[src/rtl/irom_fetch_pkg.sv]
// Shared constants and types for the instruction fetch stage and its consumers.
package irom_fetch_pkg;

  localparam int unsigned IADDR_W = 24;
  localparam int unsigned INST_W  = 32;

  typedef enum logic {
    ST_IDLE = 1'b0,
    ST_RUN  = 1'b1
  } fetch_state_e;

  // One buffered fetch result as seen by decode.
  typedef struct packed {
    logic [IADDR_W-1:0] pc;
    logic [INST_W-1:0]  inst;
  } fetch_entry_t;

endpackage

[src/rtl/irom_fetch_fifo.sv]
// Synchronous FIFO with flush; the head entry is always visible on head_o.
module irom_fetch_fifo #(
  parameter int unsigned  WIDTH = 56,
  parameter int unsigned  DEPTH = 4,
  localparam int unsigned PTR_W = $clog2(DEPTH),
  localparam int unsigned CNT_W = PTR_W + 1
) (
  input  logic             clk_i,
  input  logic             rst_ni,
  input  logic             flush_i,
  input  logic             push_i,
  input  logic             pop_i,
  input  logic [WIDTH-1:0] data_i,
  output logic [WIDTH-1:0] head_o,
  output logic [CNT_W-1:0] count_o
);

  logic [WIDTH-1:0] mem_q [DEPTH];
  logic [PTR_W-1:0] wr_q;
  logic [PTR_W-1:0] rd_q;
  logic [CNT_W-1:0] cnt_q;
  logic             do_pop;

  assign do_pop  = pop_i && (cnt_q != '0);
  assign head_o  = mem_q[rd_q];
  assign count_o = cnt_q;

  // Flush wins over any concurrent push or pop; pointers wrap since DEPTH is a power of two.
  always_ff @(posedge clk_i or negedge rst_ni) begin
    if (!rst_ni) begin
      for (int unsigned i = 0; i < DEPTH; i++) begin
        mem_q[i] <= '0;
      end
      wr_q  <= '0;
      rd_q  <= '0;
      cnt_q <= '0;
    end else if (flush_i) begin
      wr_q  <= '0;
      rd_q  <= '0;
      cnt_q <= '0;
    end else begin
      if (push_i) begin
        mem_q[wr_q] <= data_i;
        wr_q        <= wr_q + PTR_W'(1);
      end
      if (do_pop) begin
        rd_q <= rd_q + PTR_W'(1);
      end
      cnt_q <= cnt_q + CNT_W'(push_i) - CNT_W'(do_pop);
    end
  end

  a_no_overflow: assert property (@(posedge clk_i) disable iff (!rst_ni)
    !(push_i && !do_pop && !flush_i && (cnt_q == CNT_W'(DEPTH))));

endmodule

[src/rtl/irom_fetch.sv]
// Instruction fetch: issues ROM reads, absorbs the 1-cycle ROM latency and
// buffers {pc, inst} for decode; a redirect flushes buffered and in-flight words.
module irom_fetch
  import irom_fetch_pkg::*;
#(
  parameter int unsigned       ADDR_W   = IADDR_W,
  parameter int unsigned       DEPTH    = 4,
  parameter logic [ADDR_W-1:0] RESET_PC = '0
) (
  input  logic              CLK,
  input  logic              RST_N,
  input  logic              FETCH_EN,
  input  logic              JMP_VLD,
  input  logic [ADDR_W-1:0] JMP_ADDR,
  output logic [ADDR_W-1:0] IROM_ADDR,
  output logic              IROM_CS,
  input  logic [INST_W-1:0] IROM_DOUT,
  output logic              INST_VLD,
  input  logic              INST_READY,
  output logic [INST_W-1:0] INST_DATA,
  output logic [ADDR_W-1:0] INST_PC
);

  localparam int unsigned CNT_W = $clog2(DEPTH) + 1;
  localparam int unsigned OCC_W = CNT_W + 1;
  localparam int unsigned ENT_W = ADDR_W + INST_W;

  fetch_state_e      state_q;
  fetch_state_e      state_d;
  logic [ADDR_W-1:0] pc_q;
  logic [ADDR_W-1:0] pc_d;
  logic [ADDR_W-1:0] issue_pc_q;
  logic              inflight_q;
  logic [CNT_W-1:0]  count;
  logic [OCC_W-1:0]  occ;
  logic              pop;
  logic              push;
  logic              space;
  logic [ENT_W-1:0]  head;

  assign pop       = INST_VLD && INST_READY;
  assign push      = inflight_q && !JMP_VLD;
  // Reserve a slot for every read still in flight so the FIFO cannot overflow.
  assign occ       = OCC_W'(count) - OCC_W'(pop) + OCC_W'(inflight_q);
  assign space     = occ < OCC_W'(DEPTH);
  assign IROM_ADDR = pc_q;
  assign INST_VLD  = (count != '0);
  assign INST_DATA = head[INST_W-1:0];
  assign INST_PC   = head[ENT_W-1:INST_W];

  // Next state, ROM strobe and next pc.
  always_comb begin
    state_d = state_q;
    IROM_CS = 1'b0;
    pc_d    = pc_q;
    case (state_q)
      ST_IDLE: begin
        if (FETCH_EN) state_d = ST_RUN;
      end
      ST_RUN: begin
        IROM_CS = space && !JMP_VLD;
        if (!FETCH_EN) state_d = ST_IDLE;
      end
    endcase
    if (JMP_VLD) begin
      pc_d = JMP_ADDR;
    end else if (IROM_CS) begin
      pc_d = pc_q + ADDR_W'(1);
    end
  end

  always_ff @(posedge CLK or negedge RST_N) begin
    if (!RST_N) begin
      state_q    <= ST_IDLE;
      pc_q       <= RESET_PC;
      issue_pc_q <= RESET_PC;
      inflight_q <= 1'b0;
    end else begin
      state_q    <= state_d;
      pc_q       <= pc_d;
      inflight_q <= IROM_CS && !JMP_VLD;
      if (IROM_CS) begin
        issue_pc_q <= pc_q;
      end
    end
  end

  irom_fetch_fifo #(
    .WIDTH (ENT_W),
    .DEPTH (DEPTH)
  ) u_fifo (
    .clk_i   (CLK),
    .rst_ni  (RST_N),
    .flush_i (JMP_VLD),
    .push_i  (push),
    .pop_i   (pop),
    .data_i  ({issue_pc_q, IROM_DOUT}),
    .head_o  (head),
    .count_o (count)
  );

endmodule

[config.mk]
export PLATFORM = sky130hd
export DESIGN_NAME = irom_fetch
export DESIGN_NICKNAME = d
export VERILOG_FILES = /design/src/rtl/irom_fetch_pkg.sv /design/src/rtl/irom_fetch_fifo.sv /design/src/rtl/irom_fetch.sv
export SDC_FILE = /design/constraint.sdc
export NUM_CORES = 1
export LEC_CHECK = 0
export CAP_MARGIN = 20
export CORE_UTILIZATION = 50
export DETAILED_ROUTE_END_ITERATION = 6
export GPL_ROUTABILITY_DRIVEN = 1
export HOLD_SLACK_MARGIN = 0.12
export PLACE_DENSITY_LB_ADDON = 0.12
export SYNTH_ARGS = -nofsm -noshare
export SYNTH_HDL_FRONTEND = slang
export SYNTH_SLANG_ARGS = --single-unit
[constraint.sdc]
create_clock -name CLK -period 5.1 [get_ports CLK]
set_clock_uncertainty 0.05 [all_clocks]
set_input_delay 1.53 -clock CLK [delete_from_list [all_inputs] [get_ports CLK]]
set_output_delay 1.53 -clock CLK [all_outputs]
set_load 0.01 [all_outputs]
==> impl_metrics.json, run 1 <==
{
  "wirelength_mm": 26.1,
  "die_area_sq_mm": 0.0256,
  "htree_levels": 1,
  "critPathMaxStageDelay_ns": 0.29,
  "nets": 1077,
  "slew_headroom": 0.459,
  "path_class": "input pin to output pin",
  "yosysSeqAreaShare": 0.564,
  "synth.cell_area_sq_mm": 0.0125,
  "place_hpwl_mm": 16.3,
  "yosys-top-cells-area": "dfrtp_1 (56%), mux2_2 (21%), mux4_2 (10%)",
  "worstRegToRegCells": 11,
  "grt_overflow": 0,
  "r2r_start": "u_fifo.count_o[1]",
  "grt_max_degree": 109,
  "vias_per_cell": 5.54,
  "clock_latency_ns": 0.54,
  "synth_ff_type": "dfrtp_1",
  "cts_sinks": 281,
  "grt_pass1_wl_mm": 43.2,
  "report.final.slew_viol_count": 0,
  "wire_per_inst_um": 19.2,
  "sequentialPowerShare": 0.396,
  "synthArstFlopShare": 1.00,
  "cts.path.max_buffers": 3,
  "p_int_uw": 5820,
  "die_h_um": 160,
  "root_buffer": "clkbuf_16",
  "status": "finished clean",
  "max_freq_ghz": 0.202,
  "finalCritPeriodShare": 0.969,
  "yosys_warnings": 0,
  "hp-class": "flip-flop to flip-flop",
  "leakagePower_uw": 0.00711,
  "drive_above_1_share": 0.366,
  "final-hold-violation-count": 0,
  "drtIter0Drc": 341,
  "cts_buffers": 30,
  "start_util": 0.511,
  "cts_tree": "built",
  "whs_endpoint": "u_fifo.mem_q[65]",
  "drc": 0,
  "place_congestion": 0.834,
  "path_cells": "dlygate4sd2_1, and2_4, ha_1, inv_1, ha_1, and3b_4, o21a_1, o21ai_2, clkinv_2, dlygate4sd2_1",
  "first_pass_iters": 4,
  "ios": 143,
  "r2r-end": "IROM_ADDR[21]",
  "worst-path-buf-inv": 4,
  "syn_nets": 932,
  "vias": 7497,
  "areaGrowthSynthToFinish_pct": 24.1,
  "ys_ff_latch": 281,
  "io_buffers": 142,
  "worstHoldStart": "u_fifo.mem_q[65]",
  "yosysUniqueCellTypes": 42,
  "p_per_area_mw_per_mm2": 522,
  "setup_tns_ns": 0,
  "p_clk_frac": 0.300,
  "reg2reg_slack_ns": 1.99,
  "p_sw_frac": 0.280,
  "start_kind": "input pin",
  "period_needed_ns": 4.94,
  "grt_pass1_vias": 7914,
  "fp.dieW_um": 160,
  "setup_viol": 0,
  "yosysTopAreaCellShare": 0.564,
  "rsz0062_at_grt": "false",
  "critPathCaptureType": "output pin",
  "power.switching_uw": 2260,
  "arrival_ns": 3.36,
  "pwr-share-comb": 0.304,
  "clk_pin_slew_worst_paths_ns": 0.06,
  "hold_depth": 1,
  "drv_cap": 0,
  "crit_slowest_cell": "dlygate4sd2_1",
  "num_antenna_cells": 0,
  "crit_start": "INST_READY",
  "cpLargestDelayFamily": "buffers and inverters",
  "antenna_found_initial": 0,
  "cp.required_ns": 3.52,
  "finalNonFillerCells": 1354,
  "dpl.cell_count": 1298,
  "yosys.area.top_type": "dfrtp_1",
  "fin_hold_ws_ns": 0.449,
  "syn_area_per_cell_sq_um": 14.5,
  "tightest_slew_ns": 0.811,
  "track_usage": 0.212,
  "worst-path-max-fanout": 4,
  "ir_worst_vdd_uv": 291,
  "coreArea_sq_mm": 0.0244,
  "syn-instance-count": 861,
  "std_cell_rows": 57,
  "synth_edf_count": 0,
  "ant_nets": 0
}
==> cells in the mapped netlist, types with 2 or more instances <==
library cell	instances
nand4_1	7
nand2_1	95
buf_2	25
nand3_1	13
dfrtp_1	281
or3_1	7
nor4_1	2
and3_1	2
a21oi_1	2
o21ai_2	2
buf_1	4
a31oi_1	5
and2_1	2
o211ai_1	7
nor2b_1	5
mux2_2	227
inv_1	11
o21ai_1	3
nor2_1	17
mux4_2	56
or4_1	5
xor2_1	9
o2111ai_1	4
o21ai_0	16
ha_1	9
xnor2_1	9
clkbuf_1	21
==> per-layer routing <==
layer | GRT usage | share of wire | vias up
met5 | 0 | 0 | -
met4 | 0.0468 | 0.015 | 0
met3 | 0.0294 | 0.048 | 34
met2 | 0.334 | 0.47 | 173
met1 | 0.315 | 0.47 | 3874
li1 | - | - | 3416
==> worst max-delay path by stage <==
stage | to | slack, ns | depth (start not counted)
floorplan | IROM_CS | 0.23 | 9
global placement | IROM_CS | -0.38 | 10
detailed placement | IROM_CS | -0.39 | 10
CTS | IROM_CS | 0.13 | 10
global route | IROM_CS | 0.1 | 10
finish | IROM_CS | 0.16 | 10
==> metrics by stage <==
stage / setup slack (ns) / util / cell area, sq um / total power (uW)
3_5_place_dp: -0.390 / 0.588 / 14300 / 5730
3_3_place_gp: -0.384 / 0.588 / 14300 / 5670
5_1_grt: 0.0959 / 0.634 / 15500 / 8510
4_1_cts: 0.132 / 0.634 / 15500 / 8190
2_1_floorplan: 0.226 / - / 12500 / 4570
6_report: 0.158 / 0.634 / 15500 / 8080
==> logic make-up (layout without fill, tap and decap cells) <==
kind of cell,count (synthesis),after routing,share of synthesized area
AO/OA/AOI/OAI,45,45,0.0243
buffers and inverters,64,233,0.0221
multiplexers,284,284,0.307
AND/OR/NAND/NOR,159,159,0.0590
adder cells (fa/ha/maj),10,10,0.0106
XOR/XNOR,18,18,0.0127
flip-flops,281,281,0.564
==> repair_timing <==
item / CTS / global route
resized for setup: 4 / 0
setup buffers: 0 / 0
endpoints found under the setup margin: 1 / 0
hold buffers: 0 / 0
==> final cells by class <==
class / count / area (sq um)
fillers: 1838 / 8920
flip-flops and latches: 281 / 7040
multi-input cells: 516 / 5170
repair buffers: 164 / 1680
clock buffers: 38 / 852
well taps: 324 / 405
clock inverters: 18 / 278
inverters: 13 / 50.0
==> state kept, by name (all words and copies together) (netlist names) <==
name and flops:
IROM_ADDR 24, inflight_q 1, issue_pc_q 24, state_q 1, u_fifo.count_o 3, u_fifo.mem_q 224, u_fifo.rd_q 2, u_fifo.wr_q 2
==> power groups by stage <==
stage / clock (uW) / combinational (uW) / sequential [uW]
after floorplan: 0 / 1540 / 3030
after global placement: 0 / 2450 / 3220
after detailed placement: 0 / 2490 / 3240
after CTS: 2490 / 2500 / 3210
after global routing: 2570 / 2650 / 3290
final: 2430 / 2450 / 3200
==> placed cells by master (no fill, tap or decap), types with 2 or more instances in the layout <==
master and n:
buf_4 15, nand4_1 7, nor4_1 2, a21oi_1 2, clkbuf_1 2, nor2_1 17
xor2_1 9, or4_1 5, nand3_1 13, nand2_2 4, clkdlybuf4s50_1 139, clkinv_2 8
nor2b_1 5, inv_1 11, clkbuf_8 5, clkinvlp_4 2, dfrtp_1 279, a31oi_1 5
o21ai_2 2, and3_1 2, dlygate4sd2_1 2, o21ai_0 16, bufinv_16 7, mux2_2 227
nand2_1 91, o2111ai_1 4, mux4_2 56, clkbuf_16 31, o211ai_1 7, xnor2_1 9
or3_1 7, o21ai_1 3, buf_12 7, ha_1 9
(Power assumes the default switching activity.)
==> run 2, diff against run 1 <==
Settings changed: CORE_UTILIZATION 50 to 45.
==> run 2 against run 1 <==
Via count grew 1.1%. Die area grew 11%. Highest routed layer unchanged. Cell area shrank 0.99%. Clock-buffer cell count grew 6. Flip-flop and latch count is the same. Critical path depth is the same. Clock power shrank 13%. Global-route usage shrank 1.4 points. Non-clock buffer count grew 1. Critical path type unchanged. Utilization shrank 6.7 points. First-iteration DRC count shrank 8.2%.
==> impl_metrics.json, run 2 (synthesis results as in run 1) <==
{
  "status": "finished clean",
  "wire_per_inst_um": 19.6,
  "cts_hold_buf": 0,
  "worstHoldStart": "u_fifo.mem_q[77]",
  "postCtsSetupBuffers": 0,
  "largest_register_ffs": 224,
  "drtIter0Drc": 313,
  "path_class": "input pin to output pin",
  "vias": 7582,
  "crit_end": "IROM_CS",
  "critPathMaxStageDelay_ns": 0.29,
  "leakagePower_uw": 0.00702,
  "setup_viol": 0,
  "cts_tree": "built",
  "total_power_uw": 7790,
  "cts.path.max_buffers": 3,
  "ios": 143,
  "std_cell_rows": 60,
  "arrival_ns": 3.37,
  "coreArea_sq_mm": 0.0270,
  "fp.dieW_um": 168,
  "finalCritPeriodShare": 0.970,
  "ir_worst_vdd_uv": 283,
  "grt_pass1_wl_mm": 44.2,
  "root_buffer": "clkbuf_16",
  "die_h_um": 168,
  "drive_above_1_share": 0.361,
  "antenna_found_initial": 0,
  "critPathCaptureType": "output pin",
  "tightest_slew_ns": 0.735,
  "most-common-layout-cells": "dfrtp_1 (279), mux2_2 (227), clkdlybuf4s50_1 (139)",
  "start_util": 0.461,
  "grt_max_degree": 87,
  "io_buffers": 142,
  "rsz0062_at_grt": "false",
  "nets": 1079,
  "vias_per_cell": 5.54,
  "htree_levels": 1,
  "hp-class": "flip-flop to flip-flop",
  "grt_overflow": 0,
  "cp.required_ns": 3.52,
  "crit_slowest_cell": "dlygate4sd2_1",
  "track_usage": 0.198,
  "cts_sinks": 281,
  "p_per_area_mw_per_mm2": 509,
  "regMostFlops": "u_fifo.mem_q",
  "clk_pin_slew_worst_paths_ns": 0.06,
  "wirelength_mm": 26.9,
  "max_freq_ghz": 0.202,
  "r2r_start": "u_fifo.count_o[1]",
  "report.final.slew_viol_count": 0,
  "final_core_util": 0.567,
  "final-hold-violation-count": 0,
  "period_needed_ns": 4.95,
  "mostFrequentLayoutCell": "dfrtp_1",
  "place_congestion": 0.805,
  "drv_cap": 0,
  "clock_latency_ns": 0.54,
  "ant_nets": 0,
  "num_antenna_cells": 0,
  "grt_pass1_vias": 7994,
  "start_kind": "input pin",
  "dpl.cell_count": 1316,
  "reg2reg_slack_ns": 1.91,
  "worstRegToRegCells": 11,
  "r2r-end": "IROM_ADDR[23]",
  "drc": 0,
  "first_pass_iters": 6,
  "areaGrowthSynthToFinish_pct": 22.9,
  "die_area_sq_mm": 0.0284,
  "crit_start": "INST_READY",
  "slew_headroom": 0.510,
  "finalNonFillerCells": 1369,
  "worst-path-max-fanout": 4,
  "place_hpwl_mm": 16.6,
  "cts_buffers": 31,
  "path_cells": "dlygate4sd2_1, and2_4, ha_1, inv_1, ha_1, and3b_4, o21a_1, o21ai_2, clkinv_2, dlygate4sd2_1"
}
==> run 2: repair_timing <==
item | in CTS | in global routing
gates resized for setup | 4 | 0
setup endpoints to repair | 1 | 0
hold endpoints to repair | 0 | 0
==> run 2: worst max-delay path, delay by kind of cell <==
kind,cells,cell delay [ns]
AO/OA/AOI/OAI,2,0.37
adder cells (fa/ha/maj),2,0.40
buffers and inverters,4,0.71
AND/OR/NAND/NOR,2,0.35
==> run 2: power breakdown <==
group | switching, uW | internal [uW] | total [uW]
Clock | 865 | 1260 | 2120
Combinational | 939 | 1520 | 2460
Sequential | 444 | 2760 | 3210
==> run 2: worst min path at each step <==
stage / to / slack (ns) / depth (start not counted)
after detailed placement: u_fifo.mem_q[110] / 0.44 / 1
final: u_fifo.mem_q[77] / 0.45 / 1
after global placement: u_fifo.mem_q[7] / 0.43 / 1
after global routing: u_fifo.mem_q[41] / 0.46 / 1
after floorplan: u_fifo.mem_q[100] / 0.42 / 1
after CTS: u_fifo.mem_q[94] / 0.45 / 1
==> run 2: per-stage QoR <==
stage	hold slack (ns)	instance area, sq um	TNS, ns	worst slack, ns
6_report	0.448	15300	0	0.155
3_3_place_gp	0.432	14300	-0.343	-0.343
2_1_floorplan	0.424	12500	0	0.226
5_1_grt	0.455	15300	0	0.0865
4_1_cts	0.451	15300	0	0.131
3_5_place_dp	0.438	14300	-0.375	-0.375
==> run 2: per-layer routing <==
metal | vias to the layer above | share of wire | track usage
met1 | 3941 | 0.48 | 0.287
met3 | 37 | 0.043 | 0.0284
met2 | 175 | 0.46 | 0.315
met4 | 0 | 0.018 | 0.0451
li1 | 3429 | - | -
met5 | - | 0 | 0
==> run 2: layout make-up <==
cell class,instances,area [sq um]
multi-input combinational,516,5170
fill,2238,11700
timing repair buffer,165,1660
inverter,13,50.0
sequential,281,7040
clock buffer,44,895
clock inverter,9,78.8
tap,341,427
